[config.mk]
export PLATFORM = sky130hd
export DESIGN_NAME = alarm_unit_ctrl
export DESIGN_NICKNAME = d
export VERILOG_FILES = /design/src/rtl/alarm_unit_ctrl_pkg.sv /design/src/rtl/alarm_unit_ctrl_bcd_split_2digit.sv /design/src/rtl/alarm_unit_ctrl.sv
export SDC_FILE = /design/constraint.sdc
export NUM_CORES = 1
export LEC_CHECK = 0
export BUFFER_PORTS_ARGS = -buffer_cell sky130_fd_sc_hd__buf_2
export CAP_MARGIN = 10
export CORE_MARGIN = 10
export CORE_UTILIZATION = 55
export DETAILED_ROUTE_END_ITERATION = 6
export GPL_TIMING_DRIVEN = 0
export PLACE_DENSITY = 0.81
export SYNTH_ARGS = -nofsm -noshare
export SYNTH_HDL_FRONTEND = slang
export SYNTH_SLANG_ARGS = --single-unit
[constraint.sdc]
create_clock -name clk -period 3.4 [get_ports clk]
set_clock_uncertainty 0.05 [all_clocks]
set_input_delay 0.51 -clock clk [delete_from_list [all_inputs] [get_ports clk]]
set_output_delay 0.51 -clock clk [all_outputs]
set_load 0.02 [all_outputs]
[src/rtl/alarm_unit_ctrl_pkg.sv]
// Shared definitions for the alarm controller: FSM encoding, time constants
// and the 12h display-hour mapping.
package alarm_unit_ctrl_pkg;

    typedef enum logic [1:0] {
        ST_DISARMED = 2'd0,
        ST_ARMED    = 2'd1,
        ST_RINGING  = 2'd2,
        ST_SNOOZING = 2'd3
    } alarm_state_t;

    localparam int HOURS_PER_DAY = 24;
    localparam int MIN_PER_HOUR  = 60;

    // Hour as shown on the display; 0 and 12 both read "12" in 12h mode.
    function automatic logic [4:0] display_hour(input logic [4:0] hour, input logic mode_12h);
        logic [4:0] h;
        h = hour;
        if (mode_12h) begin
            if (hour == 5'd0)
                h = 5'd12;
            else if (hour > 5'd12)
                h = hour - 5'd12;
        end
        return h;
    endfunction

endpackage

[src/rtl/alarm_unit_ctrl_bcd_split_2digit.sv]
// Combinational binary 0..59 to two BCD digits.
module bcd_split_2digit (
    input  logic [5:0] bin,
    output logic [3:0] tens,
    output logic [3:0] units
);
    logic [3:0] off;

    always_comb begin
        tens = 4'd0;
        off  = 4'd0;
        if (bin >= 6'd50) begin
            tens = 4'd5;
            off  = 4'd2;
        end else if (bin >= 6'd40) begin
            tens = 4'd4;
            off  = 4'd8;
        end else if (bin >= 6'd30) begin
            tens = 4'd3;
            off  = 4'd14;
        end else if (bin >= 6'd20) begin
            tens = 4'd2;
            off  = 4'd4;
        end else if (bin >= 6'd10) begin
            tens = 4'd1;
            off  = 4'd10;
        end
        // off is (10*tens) mod 16, so the low nibble subtraction yields the units digit
        units = bin[3:0] - off;
    end

endmodule

[src/rtl/alarm_unit_ctrl.sv]
// Alarm controller: stores the alarm time, matches it on minute ticks and
// sequences arm / ring / snooze / timeout; alarm time is shown in BCD.
module alarm_unit_ctrl
    import alarm_unit_ctrl_pkg::*;
#(
    parameter int INIT_HOUR        = 6,
    parameter int INIT_MIN         = 30,
    parameter int SNOOZE_MIN       = 5,
    parameter int RING_TIMEOUT_MIN = 10,
    parameter int CNT_BITS         = 4
) (
    input  logic       clk,
    input  logic       reset,
    input  logic       set_alarm,
    input  logic       min_inc,
    input  logic       hr_inc,
    input  logic       mode_12h,
    input  logic       alarm_en,
    input  logic       snooze,
    input  logic       stop,
    input  logic       minute_tick,
    input  logic [4:0] cur_hour,
    input  logic [5:0] cur_min,
    output logic [3:0] unit_min,
    output logic [3:0] tens_min,
    output logic [3:0] unit_hour,
    output logic [3:0] tens_hour,
    output logic       pm,
    output logic       ringing,
    output logic [1:0] state
);

    logic [4:0]          hour;
    logic [5:0]          min;
    alarm_state_t        state_q, state_d;
    logic [CNT_BITS-1:0] ring_cnt_q, ring_cnt_d;
    logic [CNT_BITS-1:0] snz_cnt_q, snz_cnt_d;
    logic                match;
    logic [4:0]          disp_hour;

    always_ff @(posedge clk or negedge reset) begin
        if (!reset) begin
            hour <= 5'(INIT_HOUR);
            min  <= 6'(INIT_MIN);
        end else if (set_alarm) begin
            if (min_inc)
                min <= (min == 6'(MIN_PER_HOUR - 1)) ? 6'd0 : min + 6'd1;
            if (hr_inc)
                hour <= (hour == 5'(HOURS_PER_DAY - 1)) ? 5'd0 : hour + 5'd1;
        end
    end

    assign match = (cur_hour == hour) && (cur_min == min);

    always_ff @(posedge clk or negedge reset) begin
        if (!reset) begin
            state_q    <= ST_DISARMED;
            ring_cnt_q <= '0;
            snz_cnt_q  <= '0;
        end else begin
            state_q    <= state_d;
            ring_cnt_q <= ring_cnt_d;
            snz_cnt_q  <= snz_cnt_d;
        end
    end

    // Priority: alarm_en low > set_alarm > stop > snooze > minute_tick.
    always_comb begin
        state_d    = state_q;
        ring_cnt_d = ring_cnt_q;
        snz_cnt_d  = snz_cnt_q;
        if (!alarm_en) begin
            state_d = ST_DISARMED;
        end else begin
            case (state_q)
                ST_DISARMED: state_d = ST_ARMED;
                ST_ARMED: begin
                    if (!set_alarm && minute_tick && match) begin
                        state_d    = ST_RINGING;
                        ring_cnt_d = '0;
                    end
                end
                ST_RINGING: begin
                    if (set_alarm || stop) begin
                        state_d = ST_ARMED;
                    end else if (snooze) begin
                        state_d   = ST_SNOOZING;
                        snz_cnt_d = CNT_BITS'(SNOOZE_MIN);
                    end else if (minute_tick) begin
                        ring_cnt_d = ring_cnt_q + 1'b1;
                        if (ring_cnt_q == CNT_BITS'(RING_TIMEOUT_MIN - 1))
                            state_d = ST_ARMED;
                    end
                end
                ST_SNOOZING: begin
                    if (set_alarm || stop) begin
                        state_d = ST_ARMED;
                    end else if (minute_tick) begin
                        if (snz_cnt_q <= CNT_BITS'(1)) begin
                            snz_cnt_d  = '0;
                            ring_cnt_d = '0;
                            state_d    = ST_RINGING;
                        end else begin
                            snz_cnt_d = snz_cnt_q - 1'b1;
                        end
                    end
                end
                default: state_d = ST_DISARMED;
            endcase
        end
    end

    assign state   = state_q;
    assign ringing = (state_q == ST_RINGING);

    assign disp_hour = display_hour(hour, mode_12h);
    assign pm        = mode_12h && (hour >= 5'd12);

    bcd_split_2digit u_min_bcd (
        .bin   (min),
        .tens  (tens_min),
        .units (unit_min)
    );

    bcd_split_2digit u_hour_bcd (
        .bin   ({1'b0, disp_hour}),
        .tens  (tens_hour),
        .units (unit_hour)
    );

endmodule
==> results of run 1 <==
==> through the flow <==
step | utilization | setup slack, ps | cells | total power, W
after CTS | 0.6700 | -32.01 | 316 | 0.002131
after detailed placement | 0.6472 | -42.52 | 311 | 0.001907
after floorplan | - | 23.72 | 228 | 0.001542
after global routing | 0.7019 | -150.1 | 322 | 0.002475
final | 0.7019 | -61.14 | 322 | 0.002270
after global placement | 0.6472 | 6.752 | 311 | 0.001877
==> worst register-to-register path, cell delays in order, from the launching register on <==
cell and delay (ps):
dfstp_2 590, buf_6 110, buf_4 160, xnor2_1 130
nand4_1 110, nor3_1 370, o21ai_0 280, a21o_1 240
==> repair_timing <==
item | CTS | global route
setup buffers | 3 | 6
gates resized for setup | 9 | 10
setup endpoints to repair | 4 | 4
hold buffers | 0 | 0
pin swaps | 2 | 7
cloned | 0 | 0
==> worst paths after layout <==
path	end	slack, ps	startpoint
hold / removal	state[0]$_DFFE_PN0P_	80	reset
max in group asynchronous	hour[2]$_DFFE_PN1P_	2880	reset
hold reg to reg	snz_cnt_q[1]$_DFFE_PN0P_	440	snz_cnt_q[1]$_DFFE_PN0P_
setup / recovery	unit_hour[2]	-60	hour[3]$_DFFE_PN0P_
setup reg to reg	ring_cnt_q[0]$_DFFE_PN0P_	1280	hour[2]$_DFFE_PN1P_
min in group clk	state[1]$_DFFE_PN0P_	430	alarm_en
==> metal layers <==
layer  track usage  vias to the layer above  wire [um]
met1        0.1687                      855       2035
li1              -                      902          -
met4       0.03584                        0         12
met5             0                        -          0
met2        0.2303                       52       2069
met3       0.03645                        2        275
==> area by class of cell <==
type	count	area (um^2)	area share
tap	46	57.56	0.02457
multi-input combinational	170	1284	0.5481
clock buffer	3	22.52	0.009615
sequential	21	534.3	0.2281
inverter	22	85.08	0.03632
clock inverter	1	7.507	0.003205
buffer	13	90.09	0.03846
timing repair buffer	46	261.5	0.1116
==> kinds of logic (layout without fill, tap and decap cells) <==
kind of cell / Yosys count / after routing / synth area share
AND/OR/NAND/NOR: 77 / 77 / 0.2079
buffers and inverters: 37 / 85 / 0.09338
AO/OA/AOI/OAI: 54 / 54 / 0.2046
multiplexers: 3 / 3 / 0.01722
adder cells (fa/ha/maj): 16 / 16 / 0.1139
flip-flops: 21 / 21 / 0.2821
other: 1 / 3 / 0.001985
XOR/XNOR: 17 / 17 / 0.07881
==> power breakdown <==
group          internal (W)  switching [W]
sequential         0.000338      0.0000785
clock             0.0000448      0.0000781
combinational      0.000768       0.000963
==> Yosys cell counts, types with 2 or more instances <==
library cell	n
o2bb2ai_1	3
a31oi_1	4
o31ai_1	3
nand2b_1	2
nand2_1	18
dfrtp_1	15
nand4b_1	2
or4_4	2
nor2b_1	2
a221oi_1	4
clkbuf_1	6
o311ai_0	2
o21ai_0	12
inv_2	2
nand4_1	8
buf_4	7
nand3_1	10
a21oi_1	11
xnor2_1	15
nor3_1	7
fa_1	2
mux2_2	2
ha_1	14
a21o_1	3
nor2_1	19
xor2_1	2
or3_1	2
dfstp_2	6
inv_1	19
==> state kept, by name, summed over array words and instances (netlist names) <==
signal	flops
min	6
ring_cnt_q	4
hour	5
state	2
snz_cnt_q	4
==> cells in the final DEF (no fill, tap or decap), drive strengths merged, types with 2 or more instances in the layout <==
master	instances
nor2b	2
nand2	18
a221oi	4
inv	22
clkbuf	8
xnor2	15
fa	2
nor3	7
nand4	8
o21ai	12
mux2	2
a31oi	4
o31ai	3
buf	54
dfstp	6
o2bb2ai	3
nand2b	2
or4	2
o311ai	2
conb	3
nor2	19
ha	14
a21oi	11
dfrtp	15
xor2	2
or3	2
a21o	3
nand3	10
nand4b	2
==> out/qor.txt, run 1 <==
Violated checks - setup timing
Vias in the first global route - 1682
Final hold viol count - 0
Flops & latches, synth - 21
Max stage delay on crit path - 490 ps
Yosys top cell by area - dfrtp_1
EDFF count, synth - 0
Post-DRT Antenna Nets - 0
Power Dens Cells - 969.2 nW/um^2
Largest net degree at the start of global routing - 22
Worst setup EP type - output port
WL final - 4392 um
Clock insertion delay at the later pin of the skew report - 310 ps
Port Buffers - 37
Min setup slack post-route - -61.14 ps
FF-to-FF path depth - 7
Required @ worst endpoint - 2840 ps
Global-route wire length before repair - 7251 um
Mapped cell area - 1889 um^2
Critical path class - flip-flop to output port
Worst Path Max Fanout - 4
Antenna violations before repair - 0
Worst vdd ir - 0.0003178 V
Critical-path cell list - ha_4 -> nand2b_4 -> or4_4 -> o311a_4 -> a221oi_4 -> a31oi_4 -> ha_2 -> inv_2 -> fa_2 -> buf_6
Congestion Overflow GR - 0
Vias - 1811
Design area - 2342 um^2
Router iterations before antenna repair - 4
Die height - 78.61 um
Synth top area cells - dfrtp_1 20%, ha_1 9.3%, dfstp_2 8.3%
Unrepaired setup endpoints after global routing - yes
Rows - 21
# H-tree levels - 1
Yosys warnings - 0
Seq/Total Area, Yosys - 0.2821
Setup-failing EPs final - 2
Buf/Inv on CP - 2
Area post-placement - 2160 um^2
Num CTS Buffers - 3
Final HPWL DP - 3396 um
CTS tree - done
DR WL/cell - 13.64 um
Type of origin of the critical path - flip-flop
Gr usage total - 0.1369
Achievable Freq - 0.2889 GHz
Hold slack - 78.32 ps
Width of the die - 78.61 um
Remaining DRCs - 0
Nets - 314
Final-layout fill cell count - 293
Top Family by Delay on Critical Path - adder cells
Max Cap Violations - 0
Core Footprint - 3337 um^2
Unique cell type count in the Yosys netlist - 51
Initial Utilization - 0.5662
Max-slew headroom at the worst pin - 0.5973
Sum Neg Setup Slack - -119.4 ps
Worst path slowest cell - or4_4
Minimum clock period - 3461 ps
Ys async rst share - 1.000
Synth Instances - 226
Initial drt markers - 106
Root Buffer - clkbuf_4
Die area - 6180 um^2
Reg clk slew, reported paths - 120 ps
Type of the tightest min-delay check - input pin to asynchronous set/reset pin
CP Depth - 10
Post-synth top area share - 0.1987
Ratio of cells with drive above 1 in the final layout - 0.3152
GP Congestion - 0.9039
Diode count - 0
Lkg Pwr - 1.039 nW
Critical Path AT - 2900 ps
Prevailing post-synth register cell - dfrtp_1
Vias per cell - 5.624
Clock tree buffer depth - 2
CTS sink cnt - 21
Slew @ Worst Pin - 594.6 ps
Max Slew Vio Count - 0
IO Pins - 41
Area grow syn2layout - 23.97%
Average cell area after synthesis - 8.360 um^2
Post-route clock period utilization - 1.018
Status - complete, but fails checks
Note: power is estimated with default switching activity, not from simulation.
==> run 2: changes to the inputs <==
PLACE_DENSITY = default   (was 0.81)
PLACE_DENSITY_LB_ADDON = 0.2   (was default)
RECOVER_POWER = 100   (was default)
==> out/qor.txt, run 2 (synthesis gave the netlist of run 1 again) <==
Hold slack - 315.9 ps (+237.6 ps)
Max reg flops - 6 (unchanged)
Core Footprint - 3337 um^2 (unchanged)
Status - complete, but fails checks
Top Family by Delay on Critical Path - adder cells
Vias - 1809 (-0.11%)
GP Congestion - 0.8680 (-4.0%)
Setup-failing EPs final - 2 (unchanged)
Max Cap Violations - 0 (unchanged)
Clock insertion delay at the later pin of the skew report - 310 ps (about the same)
Antenna violations before repair - 0 (unchanged)
Initial Utilization - 0.5662 (unchanged)
Max Slew Vio Count - 0 (unchanged)
Worst Path Max Fanout - 5 (+1)
Critical Path AT - 2930 ps (+30 ps)
Max-slew headroom at the worst pin - 0.2771 (-0.3202)
Lkg Pwr - 1.042 nW (+0.24%)
DR WL/cell - 14.05 um (+3.0%)
Router iterations before antenna repair - 4 (unchanged)
Post-DRT Antenna Nets - 0 (unchanged)
Type of the tightest min-delay check - input pin to asynchronous set/reset pin
CTS sink cnt - 21 (unchanged)
Vias per cell - 5.636 (+0.20%)
Area grow syn2layout - 24.90%
Largest net degree at the start of global routing - 22 (unchanged)
Num CTS Buffers - 3 (unchanged)
Clock tree buffer depth - 2 (unchanged)
Most common cell after layout, fill and taps aside - buf_2
Remaining DRCs - 0 (unchanged)
Min setup slack post-route - -88.78 ps (-27.64 ps)
Final-layout fill cell count - 269 (-8.2%)
Width of the die - 78.61 um (unchanged)
Internal Power - 0.001185 W (+3.1%)
Diode count - 0 (unchanged)
Critical path class - flip-flop to output port
Final core utilization - 0.7072 (+0.005250)
Sw Pwr - 0.001144 W (+2.1%)
Gr usage total - 0.1378 (+0.0008396)
Violated checks - setup timing
Critical-path cell list - buf_6 -> inv_2 -> ha_4 -> a31oi_2 -> a2bb2oi_2 -> a221oi_4 -> a31oi_4 -> ha_2 -> inv_2 -> fa_2 -> xnor2_2 -> buf_4
IO Pins - 41 (unchanged)
Reg clk slew, reported paths - 120 ps (about the same)
Port Buffers - 37 (unchanged)
Worst path slowest cell - dfstp_2
CP most frequent cell - inv_2
Power Dens Cells - 987.1 nW/um^2 (+1.8%)
WL final - 4509 um (+2.7%)
Initial drt markers - 114 (+7.5%)
Slew @ Worst Pin - 1084 ps (+489.8 ps)
Comb pwr share - 0.763 (about the same)
Reg with most FFs - min
Clock power share - 0.052 (-0.002)
Buf/Inv on CP - 4 (+2)
Required @ worst endpoint - 2840 ps (about the same)
Die height - 78.61 um (unchanged)
Rows - 21 (unchanged)
Max stage delay on crit path - 600 ps (+110 ps)
Worst setup EP type - output port
Nets - 313 (-0.32%)
Type of origin of the critical path - flip-flop
Global-route wire length before repair - 7376 um (+1.7%)
CTS tree - done
Post-route clock period utilization - 1.026 (+0.008131)
Commonest non-fill, non-tap cells in the layout - 33 x buf_2, 19 x nor2_1, 18 x inv_1, 18 x nand2_1, 16 x buf_4
Largest regs - min (6), hour (5)
Final HPWL DP - 3308 um (-2.6%)
Unrepaired setup endpoints after global routing - yes
Net Sw Frac - 0.4912 (-0.002215)
Sequential group share of total power - 0.185 (+0.002)
Achievable Freq - 0.2866 GHz (-0.79%)
Minimum clock period - 3489 ps (+27.64 ps)
Hold-fix buffers, CTS - 0 (unchanged)
# H-tree levels - 1 (unchanged)
Ratio of cells with drive above 1 in the final layout - 0.3273 (+0.01206)
Die area - 6180 um^2 (unchanged)
Worst vdd ir - 0.0002903 V (-8.7%)
Vias in the first global route - 1726 (+2.6%)
Congestion Overflow GR - 0 (unchanged)
Root Buffer - clkbuf_4
Final hold viol count - 0 (unchanged)
run 2: what timing repair did:
| action | in CTS | in global routing |
|---|---|---|
| endpoints found under the setup margin | 3 | 4 |
| gates resized for setup | 8 | 17 |
| pin swaps | 1 | 7 |
| setup buffers | 4 | 5 |
run 2: layout make-up:
class	instances	area, um^2	area share
Buffer	12	86.33	0.03659
Clock buffer	3	22.52	0.009544
Sequential cell	21	534.3	0.2264
Clock inverter	1	5.005	0.002121
Timing Repair Buffer	46	266.5	0.1129
Inverter	22	85.08	0.03606
Multi-Input combinational cell	170	1303	0.5520
Tap cell	46	57.56	0.02439
run 2: metrics by stage:
| step | power (W) | std cells | area, um^2 | setup TNS [ps] | setup WS [ps] |
|---|---|---|---|---|---|
| detailed placement | 0.001908 | 311 | 2160 | -20.49 | -20.49 |
| CTS | 0.002113 | 317 | 2237 | -73.84 | -37.16 |
| global placement | 0.001883 | 311 | 2160 | -2.415 | -2.415 |
| floorplan | 0.001542 | 228 | 1917 | 0 | 23.72 |
| finish | 0.002329 | 321 | 2360 | -144.5 | -88.78 |
| global route | 0.002519 | 321 | 2360 | -308.8 | -173.2 |
run 2: power by group through the flow:
stage	clock (W)	sequential [W]	combinational (W)
after global placement	0	0.000393	0.00149
after floorplan	0	0.000383	0.00116
after CTS	0.000125	0.000405	0.00158
after detailed placement	0	0.000394	0.00151
final	0.000122	0.000431	0.00178
after global routing	0.000138	0.000444	0.00194
run 2: worst paths after layout:
path | cells past startpoint | slack [ps] | start | to
setup reg to reg | 7 | 1320 | hour[2]$_DFFE_PN1P_ | ring_cnt_q[0]$_DFFE_PN0P_
hold reg to reg | 2 | 450 | snz_cnt_q[1]$_DFFE_PN0P_ | snz_cnt_q[1]$_DFFE_PN0P_
setup / recovery | 12 | -90 | hour[2]$_DFFE_PN1P_ | unit_hour[3]
min in group clk | 2 | 450 | snz_cnt_q[1]$_DFFE_PN0P_ | snz_cnt_q[1]$_DFFE_PN0P_
hold / removal | 1 | 320 | reset | snz_cnt_q[0]$_DFFE_PN0P_
max in group asynchronous | 1 | 2260 | reset | hour[0]$_DFFE_PN0P_
run 2: metal layers:
layer  up-vias  GRT usage  part of all wire
met2        51     0.2253              0.47
met5         -          0                 0
met3         7    0.04328             0.072
li1        902          -                 -
met4         0    0.03943            0.0067
met1       849     0.1697              0.45
==> run 3: changes to the inputs <==
CORE_UTILIZATION = 56   (was 55)
PLACE_DENSITY_LB_ADDON = 0.12   (was 0.2)
SYNTH_HIERARCHICAL = 1   (was default)
==> out/qor.txt, run 3 <==
Status - complete, but fails checks
Violated checks - setup timing
Worst vdd ir - 0.0003411 V (+18%)
Hold-fix buffers, CTS - 0 (unchanged)
Largest regs - min (6), hour (5)
EDFF count, synth - 0 (unchanged)
Synth Area in Simple Gates - 0.2609 (+0.05292)
Die area - 6602 um^2 (+6.8%)
Critical Path AT - 3650 ps (+720 ps)
Slew @ Worst Pin - 1183 ps (+98.62 ps)
Ys async rst share - 1.000 (unchanged)
Num CTS Buffers - 3 (unchanged)
Ratio of cells with drive above 1 in the final layout - 0.3871 (+0.05982)
Post-DRT Antenna Nets - 0 (unchanged)
Reg with most FFs - min
Gr usage total - 0.1495 (+0.01177)
Worst Path Max Fanout - 6 (+1)
Clock tree buffer depth - 2 (unchanged)
Worst setup EP type - output port
Achievable Freq - 0.2375 GHz (-17%)
Lkg Pwr - 1.207 nW (+16%)
Nets - 346 (+11%)
Initial drt markers - 125 (+9.6%)
Vias - 1993 (+10%)
Synth top area cells - dfrtp_1 18%, dfstp_2 7.5%, ha_1 7.1%
Average cell area after synthesis - 8.645 um^2 (+3.4%)
Post-Synth XOR/XNOR Area - 0.08338 (+0.004575)
Router iterations before antenna repair - 4 (unchanged)
Flops & latches, synth - 21 (unchanged)
Compound-gate portion of the synthesized area - 0.1787 (-0.02596)
Required @ worst endpoint - 2840 ps (about the same)
Commonest non-fill, non-tap cells in the layout - 31 x buf_4, 28 x buf_2, 18 x inv_1
Fin cells - 358 (+12%)
Vias per cell - 5.567 (-1.2%)
Area post-placement - 2431 um^2 (+13%)
Seq/Total Area, Yosys - 0.2537 (-0.02840)
Power Dens Cells - 948.7 nW/um^2 (-3.9%)
Post-synth top area share - 0.1787 (-0.02000)
Width of the die - 81.25 um (+3.4%)
WL final - 5086 um (+13%)
Remaining DRCs - 0 (unchanged)
CTS sink cnt - 21 (unchanged)
Most common cell after layout, fill and taps aside - buf_4
Count leader, synth - inv_1
Mux contribution to synthesized area - 0.03157 (+0.01435)
Rows - 22 (+4.8%)
Vias in the first global route - 1822 (+5.6%)
Clock insertion delay at the later pin of the skew report - 270 ps (-40 ps)
Final HPWL DP - 3455 um (+4.5%)
Port Buffers - 37 (unchanged)
Total Power - 0.002577 W (+11%)
Yosys top cell by area - dfrtp_1
Core Footprint - 3633 um^2 (+8.9%)
Multi-input logic area - 1501 um^2 (+15%)
Largest net degree at the start of global routing - 22 (unchanged)
Die height - 81.25 um (+3.4%)
Register Area - 535.5 um^2 (+0.23%)
Dpl ws - -687.6 ps (-667.1 ps)
Mapped cell area - 2101 um^2 (+11%)
Congestion Overflow GR - 0 (unchanged)
Max Slew Vio Count - 0 (unchanged)
Type of the tightest min-delay check - input pin to asynchronous set/reset pin
Synth top cells by count - 22 x inv_1, 20 x nand2_1, 18 x nor2_1
Antenna violations before repair - 0 (unchanged)
Final hold viol count - 0 (unchanged)
Minimum clock period - 4210 ps (+720.9 ps)
Synth Instances - 243 (+7.5%)
DR WL/cell - 14.21 um (+1.1%)
Yosys warnings - 6 (+6)
Post-route clock period utilization - 1.238 (+0.2120)
Critical path class - flip-flop to output port
Area grow syn2layout - 29.30%
DP Cell Count - 330 (+6.1%)
Initial Utilization - 0.5782 (+0.01199)
Setup-failing EPs final - 2 (unchanged)
Final-layout fill cell count - 284 (+5.6%)
CTS tree - done
Max reg flops - 6 (unchanged)
Prevailing post-synth register cell - dfrtp_1
Max Cap Violations - 0 (unchanged)
Min setup slack post-route - -809.7 ps (-720.9 ps)
Unique cell type count in the Yosys netlist - 68 (+33%)
Diode count - 0 (unchanged)
Reg clk slew, reported paths - 80 ps (-40 ps)
Global-route wire length before repair - 8079 um (+9.5%)
IO Pins - 41 (unchanged)
Largest family of logic cells by synthesized area - simple AND/OR/NAND/NOR gates
GP Congestion - 0.8032 (-7.5%)
Post-Synth Adder-Cell Area - 0.09589 (-0.01802)
# H-tree levels - 1 (unchanged)
Root Buffer - clkbuf_8
Type of origin of the critical path - flip-flop
Unrepaired setup endpoints after global routing - yes
Design area - 2716 um^2 (+15%)
Max-slew headroom at the worst pin - 0.2113 (-0.06575)
-- run 3: final timing paths --
path                       slack, ps  cells past startpoint                   endpoint                      from
min in group clk                 430                      2   snz_cnt_q[1]$_DFFE_PN0P_  snz_cnt_q[1]$_DFFE_PN0P_
max                             -810                     14               unit_hour[3]       hour[1]$_DFFE_PN1P_
max in group asynchronous       2110                      1        hour[0]$_DFFE_PN0P_                     reset
min                              410                      1        hour[4]$_DFFE_PN0P_                     reset
max reg2reg                     1230                      6  ring_cnt_q[2]$_DFFE_PN0P_        min[3]$_DFFE_PN1P_
min reg2reg                      430                      2   snz_cnt_q[1]$_DFFE_PN0P_  snz_cnt_q[1]$_DFFE_PN0P_
-- run 3: layout make-up --
class,count,area share
Tap cell,48,0.02211
Buffer,13,0.04007
Sequential cell,21,0.1971
Multi-Input combinational cell,187,0.5527
Clock inverter,1,0.001842
Clock buffer,3,0.01520
Inverter,23,0.03178
Timing Repair Buffer,62,0.1391
-- run 3: routing by layer --
layer,wire [um],up-vias,GRT usage
met4,103,0,0.07266
met5,0,-,0
met1,2238,937,0.1800
met3,299,9,0.02980
met2,2444,60,0.2492
li1,-,987,-
-- run 3: logic make-up (layout without fill, tap and decap cells) --
logic type | Yosys count | after routing
xor+xnor | 20 | 20
other cells | 3 | 5
fa+ha+maj | 15 | 15
buf+inv | 37 | 102
simple gates | 89 | 89
mux | 5 | 5
flops | 21 | 21
compound gates | 53 | 53
-- run 3: power breakdown --
group | internal, W | switching [W]
logic | 0.000963 | 0.000995
registers | 0.000332 | 0.000119
clock network | 0.0000819 | 0.0000858
-- run 3: metrics by stage --
stage / setup TNS, ps / hold slack, ps / utilization
finish: -1161 / 412.4 / 0.7476
global route: -1615 / 474.1 / 0.7476
floorplan: -675.7 / 164.4 / -
global placement: -916.1 / 420.1 / 0.6691
CTS: -1175 / 159.7 / 0.7125
detailed placement: -912.1 / 417.7 / 0.6691
-- run 3: repair_timing --
| action | in CTS | in global routing |
|---|---|---|
| pin swaps | 3 | 4 |
| gates resized for setup | 9 | 19 |
| endpoints found under the setup margin | 4 | 4 |
| setup buffers | 12 | 13 |
-- run 3: critical path, stage by stage, from the launching register on --
cell	delay, ps
dfstp_2	540
inv_2	50
ha_4	170
a21oi_2	140
o21ai_2	80
xnor2_1	200
nand2_2	90
maj3_2	300
mux4_2	500
ha_4	180
fa_2	370
nor4bb_1	160
a41o_2	240
a2111oi_4	170
buf_4	190
